**config.mk**
```make
export PLATFORM = sky130hd
export DESIGN_NAME = cpu8_exec_ctrl
export DESIGN_NICKNAME = d
export VERILOG_FILES = /design/src/rtl/cpu8_pkg.sv /design/src/rtl/cpu8_regfile.sv /design/src/rtl/cpu8_exec_ctrl.sv
export SDC_FILE = /design/constraint.sdc
export NUM_CORES = 1
export LEC_CHECK = 0
export CELL_PAD_IN_SITES_DETAIL_PLACEMENT = 2
export CELL_PAD_IN_SITES_GLOBAL_PLACEMENT = 2
export CORE_MARGIN = 2
export CORE_UTILIZATION = 37
export CTS_CLUSTER_DIAMETER = 120
export DETAILED_ROUTE_END_ITERATION = 8
export PLACE_DENSITY = 0.93
export REMOVE_ABC_BUFFERS = 1
export SLEW_MARGIN = 20
export SYNTH_ARGS = -nofsm -noshare
export SYNTH_HDL_FRONTEND = slang
export SYNTH_HIERARCHICAL = 1
export SYNTH_SLANG_ARGS = --single-unit
```
**constraint.sdc**
```tcl
create_clock -name clk -period 3.9 [get_ports clk]
set_input_delay 0.975 -clock clk [delete_from_list [all_inputs] [get_ports clk]]
set_output_delay 0.975 -clock clk [all_outputs]
set_load 0.05 [all_outputs]
```
**src/rtl/cpu8_pkg.sv**
```systemverilog
// cpu8_pkg: shared constants and types for the cpu8 execution controller.
//   DATA_W, NUM_REGS : datapath width and register count
//   MODE_BIT         : bit index of the mode field in an instruction byte
//   op_e             : ALU op codes (also the instruction op field)
//   state_e          : sequencer states
package cpu8_pkg;

  localparam int unsigned DATA_W   = 8;
  localparam int unsigned NUM_REGS = 4;
  localparam int unsigned MODE_BIT = 4;

  typedef enum logic [2:0] {
    OP_ADD = 3'd0,
    OP_SUB = 3'd1,
    OP_AND = 3'd2,
    OP_OR  = 3'd3,
    OP_XOR = 3'd4,
    OP_MUL = 3'd5,
    OP_DIV = 3'd6,
    OP_CMP = 3'd7
  } op_e;

  typedef enum logic [2:0] {
    FETCH,
    DECODE,
    EXEC,
    WB,
    IMM,
    HALT
  } state_e;

endpackage

```
**src/rtl/cpu8_regfile.sv**
```systemverilog
// cpu8_regfile: NUM_REGS x DATA_W register file, synchronous reset to 0.
//   clk, rst        : clock, synchronous active-high reset
//   ra_a/rd_a       : async read port A
//   ra_b/rd_b       : async read port B
//   we/wa/wd        : synchronous write port
//   dbg_sel/dbg_data: extra async read port, only with CPU8_DBG_PORT_EN
module cpu8_regfile
  import cpu8_pkg::*;
#(
  parameter int unsigned DATA_W   = cpu8_pkg::DATA_W,
  parameter int unsigned NUM_REGS = cpu8_pkg::NUM_REGS,
  localparam int unsigned AW      = $clog2(NUM_REGS)
) (
  input  logic              clk,
  input  logic              rst,
  input  logic [AW-1:0]     ra_a,
  output logic [DATA_W-1:0] rd_a,
  input  logic [AW-1:0]     ra_b,
  output logic [DATA_W-1:0] rd_b,
  input  logic              we,
  input  logic [AW-1:0]     wa,
  input  logic [DATA_W-1:0] wd
`ifdef CPU8_DBG_PORT_EN
  ,
  input  logic [AW-1:0]     dbg_sel,
  output logic [DATA_W-1:0] dbg_data
`endif
);

  logic [DATA_W-1:0] regs_q [NUM_REGS];
  logic [DATA_W-1:0] regs_d [NUM_REGS];

  always_comb begin
    regs_d = regs_q;
    if (we) regs_d[wa] = wd;
  end

  always_ff @(posedge clk) begin
    if (rst) begin
      for (int unsigned i = 0; i < NUM_REGS; i++) regs_q[i] <= '0;
    end else begin
      regs_q <= regs_d;
    end
  end

  assign rd_a = regs_q[ra_a];
  assign rd_b = regs_q[ra_b];

`ifdef CPU8_DBG_PORT_EN
  assign dbg_data = regs_q[dbg_sel];
`endif

endmodule

```
**src/rtl/cpu8_exec_ctrl.sv**
```systemverilog
// cpu8_exec_ctrl: instruction sequencer + register file driving an external ALU.
//   clk, rst                 : clock, synchronous active-high reset
//   instr_data/valid/ready   : byte stream of instructions and LDI immediates
//   alu_a/alu_b/alu_sel      : registered ALU operands and op select
//   alu_result/alu_carry     : ALU outputs, captured in WB
//   carry_flag/zero_flag     : flags from the last writeback
//   halted                   : high while in HALT (left only by rst)
//   dbg_sel/dbg_data         : register read port, only with CPU8_DBG_PORT_EN
// Instruction byte: [7:5] op, [4] mode, [3:2] rd, [1:0] rs.
module cpu8_exec_ctrl
  import cpu8_pkg::*;
#(
  parameter int unsigned DATA_W       = cpu8_pkg::DATA_W,
  parameter int unsigned NUM_REGS     = cpu8_pkg::NUM_REGS,
  parameter bit          HALT_ON_DIV0 = 1'b1
) (
  input  logic              clk,
  input  logic              rst,
  input  logic [7:0]        instr_data,
  input  logic              instr_valid,
  output logic              instr_ready,
  output logic [DATA_W-1:0] alu_a,
  output logic [DATA_W-1:0] alu_b,
  output logic [2:0]        alu_sel,
  input  logic [DATA_W-1:0] alu_result,
  input  logic              alu_carry,
  output logic              carry_flag,
  output logic              zero_flag,
  output logic              halted
`ifdef CPU8_DBG_PORT_EN
  ,
  input  logic [1:0]        dbg_sel,
  output logic [DATA_W-1:0] dbg_data
`endif
);

  state_e            state_q, state_d;
  logic [7:0]        instr_q, instr_d;
  logic [DATA_W-1:0] alu_a_q, alu_a_d;
  logic [DATA_W-1:0] alu_b_q, alu_b_d;
  logic [2:0]        alu_sel_q, alu_sel_d;
  logic              carry_q, carry_d;
  logic              zero_q, zero_d;

  op_e               op;
  logic              mode;
  logic [1:0]        rd, rs;
  logic [DATA_W-1:0] rd_data, rs_data;
  logic              rf_we;
  logic [DATA_W-1:0] rf_wd;

  assign op   = op_e'(instr_q[7:5]);
  assign mode = instr_q[MODE_BIT];
  assign rd   = instr_q[3:2];
  assign rs   = instr_q[1:0];

  cpu8_regfile #(
    .DATA_W   (DATA_W),
    .NUM_REGS (NUM_REGS)
  ) u_regfile (
    .clk      (clk),
    .rst      (rst),
    .ra_a     (rd),
    .rd_a     (rd_data),
    .ra_b     (rs),
    .rd_b     (rs_data),
    .we       (rf_we),
    .wa       (rd),
    .wd       (rf_wd)
`ifdef CPU8_DBG_PORT_EN
    ,
    .dbg_sel  (dbg_sel),
    .dbg_data (dbg_data)
`endif
  );

  always_comb begin
    state_d     = state_q;
    instr_d     = instr_q;
    alu_a_d     = alu_a_q;
    alu_b_d     = alu_b_q;
    alu_sel_d   = alu_sel_q;
    carry_d     = carry_q;
    zero_d      = zero_q;
    rf_we       = 1'b0;
    rf_wd       = '0;
    instr_ready = 1'b0;

    unique case (state_q)
      FETCH: begin
        instr_ready = 1'b1;
        if (instr_valid) begin
          instr_d = instr_data;
          state_d = DECODE;
        end
      end

      DECODE: begin
        if (mode) begin
          if (op == OP_ADD) begin
            state_d = IMM;
          end else if (op == OP_CMP) begin
            state_d = HALT;
          end else begin
            rf_we   = 1'b1;
            rf_wd   = rs_data;
            zero_d  = (rs_data == '0);
            state_d = FETCH;
          end
        end else begin
          // ~op for one cycle ahead of op guarantees the select toggles
          // even for back-to-back identical ops.
          alu_a_d   = rd_data;
          alu_b_d   = rs_data;
          alu_sel_d = ~op;
          state_d   = EXEC;
        end
      end

      EXEC: begin
        alu_sel_d = op;
        state_d   = WB;
      end

      WB: begin
        rf_we   = 1'b1;
        carry_d = alu_carry;
        if (op == OP_DIV && alu_carry) begin
          rf_wd   = '0;
          zero_d  = 1'b1;
          state_d = HALT_ON_DIV0 ? HALT : FETCH;
        end else begin
          rf_wd   = alu_result;
          zero_d  = (alu_result == '0);
          state_d = FETCH;
        end
      end

      IMM: begin
        instr_ready = 1'b1;
        if (instr_valid) begin
          rf_we   = 1'b1;
          rf_wd   = instr_data;
          zero_d  = (instr_data == '0);
          state_d = FETCH;
        end
      end

      HALT: state_d = HALT;

      default: state_d = FETCH;
    endcase
  end

  always_ff @(posedge clk) begin
    if (rst) begin
      state_q   <= FETCH;
      instr_q   <= '0;
      alu_a_q   <= '0;
      alu_b_q   <= '0;
      alu_sel_q <= '0;
      carry_q   <= 1'b0;
      zero_q    <= 1'b0;
    end else begin
      state_q   <= state_d;
      instr_q   <= instr_d;
      alu_a_q   <= alu_a_d;
      alu_b_q   <= alu_b_d;
      alu_sel_q <= alu_sel_d;
      carry_q   <= carry_d;
      zero_q    <= zero_d;
    end
  end

  assign alu_a      = alu_a_q;
  assign alu_b      = alu_b_q;
  assign alu_sel    = alu_sel_q;
  assign carry_flag = carry_q;
  assign zero_flag  = zero_q;
  assign halted     = (state_q == HALT);

endmodule

```
==> impl_metrics.toml <==
[worst_setup_path]
worstSetupPathType = "reg -> out"
startpoint_type = "flop"
cp.required_ps = 2920
path_max_fanout = 17
reg2reg_from = "state_q[1]"
arrival_ps = 2270
endpoint_kind = "output port"
critPathLaunch = "state_q[2]"

[synthesis]
synthTopCellsByArea = "dfxtp_1 39%, mux4_2 11%, mux2i_1 10%"
synth_area_um2 = 3270
ys_types = 38
ys.flop_type = "dfxtp_1"
synth_top_area_share_pct = 39.2
syn_inst = 334
synth_seq_area_share_pct = 39.2
synth-edff-count = 0
async_flop_share_pct = 0
ys_ff_latch = 64
avgSynthCellArea_um2 = 9.79
yosysTopAreaCell = "dfxtp_1"
ys_warn_count = 6

[power_and_ir_drop]
power.density_nw_per_um2 = 374
internal-power_uw = 987
seq_power_share_pct = 49.5
switching_power_uw = 460
power_frac_comb_pct = 14.6
clock_power_share_pct = 36.0
vdd_ir_drop_max_uv = 160
p_leak_uw = 0.00148
swShare_pct = 31.8
totalPowerFinal_uw = 1450

[run_status]
status = "complete, no violations"

[cts]
post-cts-setup-buffers = 0
htree_num_levels = 3
cts_tree = "built"
clk_latency_ps = 360
root_buffer = "clkbuf_8"
ctsHoldBuffers = 0
clkTransAtPathRegs_ps = 80
cts_resized = 0
clkSinkCount = 64
clk_path_buf_depth = 2
cts_buffers = 9

[route]
first_pass_iters = 4
vias_per_cell = 5.73
drt_wl_total_mm = 10.6
vias = 2733
drtIter0Drc = 111
wire_per_inst_um = 22.2
drc = 0
ant_nets = 0

[placement]
gp_congestion = 0.803
dp_hpwl_mm = 7.17
place.port_buffers = 42
pre_cts_slack_ps = 918
place_area_um2 = 3690

[die]
ios = 43
start_util_pct = 37.9
fp.dieW_um = 98
dieHeight_um = 98
row_count = 34
die_area_um2 = 9600
core-area_um2 = 8640

[finish]
multi_input_area_um2 = 1850
final_area_um2 = 3870
layout-drive-gt1-share_pct = 11.4
finalNetCount = 384
seq_area_um2 = 1280
fillers = 909
syn_to_final_growth_pct = 18.3
antenna_cells = 0

[global_route]
grt_pass1_vias = 3016
antenna_found_initial = 0
grt.total_usage_pct = 23.2
grt_max_degree = 52
overflow = 0
grt_pass1_wl_mm = 17.2

[sta]
timing.hold.ws_ps = 462
drv_slew = 0
setup_ws_ps = 657
rsz0062_at_grt = "false"
tns_ps = 0
min_period_ps = 3240
skew_ps = 12.8
worst-slew-pin-transition_ps = 1050
fin_crit_sh_pct = 83.2
finalSetupViolations = 0
fmax_mhz = 308
finalHoldViolCount = 0
slew_headroom_pct = 29.9

[worst_hold_path]
hold_path_class = "reg -> reg"
worstHoldStart = "alu_b[0]"

[flow_run]
max_cap_viol_count = 0
==> cells in the final DEF (no fill, tap or decap), types with 2 or more instances in the layout <==
master	instances
a21oi_2	2
o21bai_1	2
clkdlybuf4s50_1	41
nand2b_1	45
mux2i_1	34
mux4_2	16
nand3b_1	5
nand2_1	49
clkinv_4	3
a22o_1	8
nor3_1	2
a41oi_1	2
dfxtp_1	64
nor2b_1	4
nor4_1	6
and3b_1	2
clkinv_2	3
nand3_1	4
clkbuf_8	9
a21oi_1	32
a221oi_1	2
nor2_1	8
a21o_1	8
==> power groups by stage <==
stage	clock network, uW	registers (uW)	logic, uW
after detailed placement	0	730	207
final	521	715	211
after global routing	559	721	226
after CTS	533	715	212
after floorplan	0	734	106
after global placement	0	726	200
==> worst max-delay path, cell delays in order, from the launching register on <==
cell	delay, ps
dfxtp_1	710
nor2b_1	250
and2_1	150
clkdlybuf4s50_1	790
==> final timing paths <==
path / depth (start not counted) / endpoint / slack, ps
worst max register to register: 5 / u_regfile/regs_q[30] / 1420
worst min-delay path: 2 / alu_b[0] / 460
worst max-delay path: 3 / halted / 660
worst min register to register: 2 / alu_b[0] / 460
==> synthesized netlist by cell type, drive strengths merged (5+ instances only) <==
| master | n |
|---|---|
| dfxtp | 64 |
| nor4 | 6 |
| clkbuf | 11 |
| nor2 | 8 |
| nand2 | 49 |
| nand2b | 45 |
| a22o | 8 |
| a21o | 8 |
| buf | 13 |
| nand3b | 5 |
| mux2i | 34 |
| a21oi | 34 |
| mux4 | 16 |
==> layout make-up <==
type / instances / area share (%)
multi-input cells: 246 / 48.0
flip-flops and latches: 64 / 33.1
repair buffers: 43 / 10.9
well taps: 108 / 3.50
clock buffers: 9 / 3.20
clock inverters: 7 / 1.26
==> metal layers <==
metal	part of all wire (%)	wire [um]	vias to the layer above	track usage [%]
li1	-	-	1255	-
met4	1.9	201	0	9.83
met3	4.4	463	17	3.65
met5	0	0	-	0
met1	43	4550	1390	29.5
met2	51	5370	71	39.3
==> cells by family after synthesis <==
kind of cell	synth area share, %
AO/OA/AOI/OAI	11.7
buffers and inverters	4.09
flip-flops	39.2
multiplexers	21.4
AND/OR/NAND/NOR	23.5
==> sequential cells by signal (all words and copies together), names as in the netlist <==
name / cells
u_regfile/regs_q: 32
carry_flag: 1
alu_sel: 3
zero_flag: 1
instr_q: 8
alu_b: 8
alu_a: 8
state_q: 3
==> stage by stage <==
step	cells	utilization, %
after floorplan	310	-
after global placement	461	42.8
after detailed placement	461	42.8
after CTS	477	44.8
after global routing	477	44.8
final	477	44.8
(Power assumes the default switching activity.)
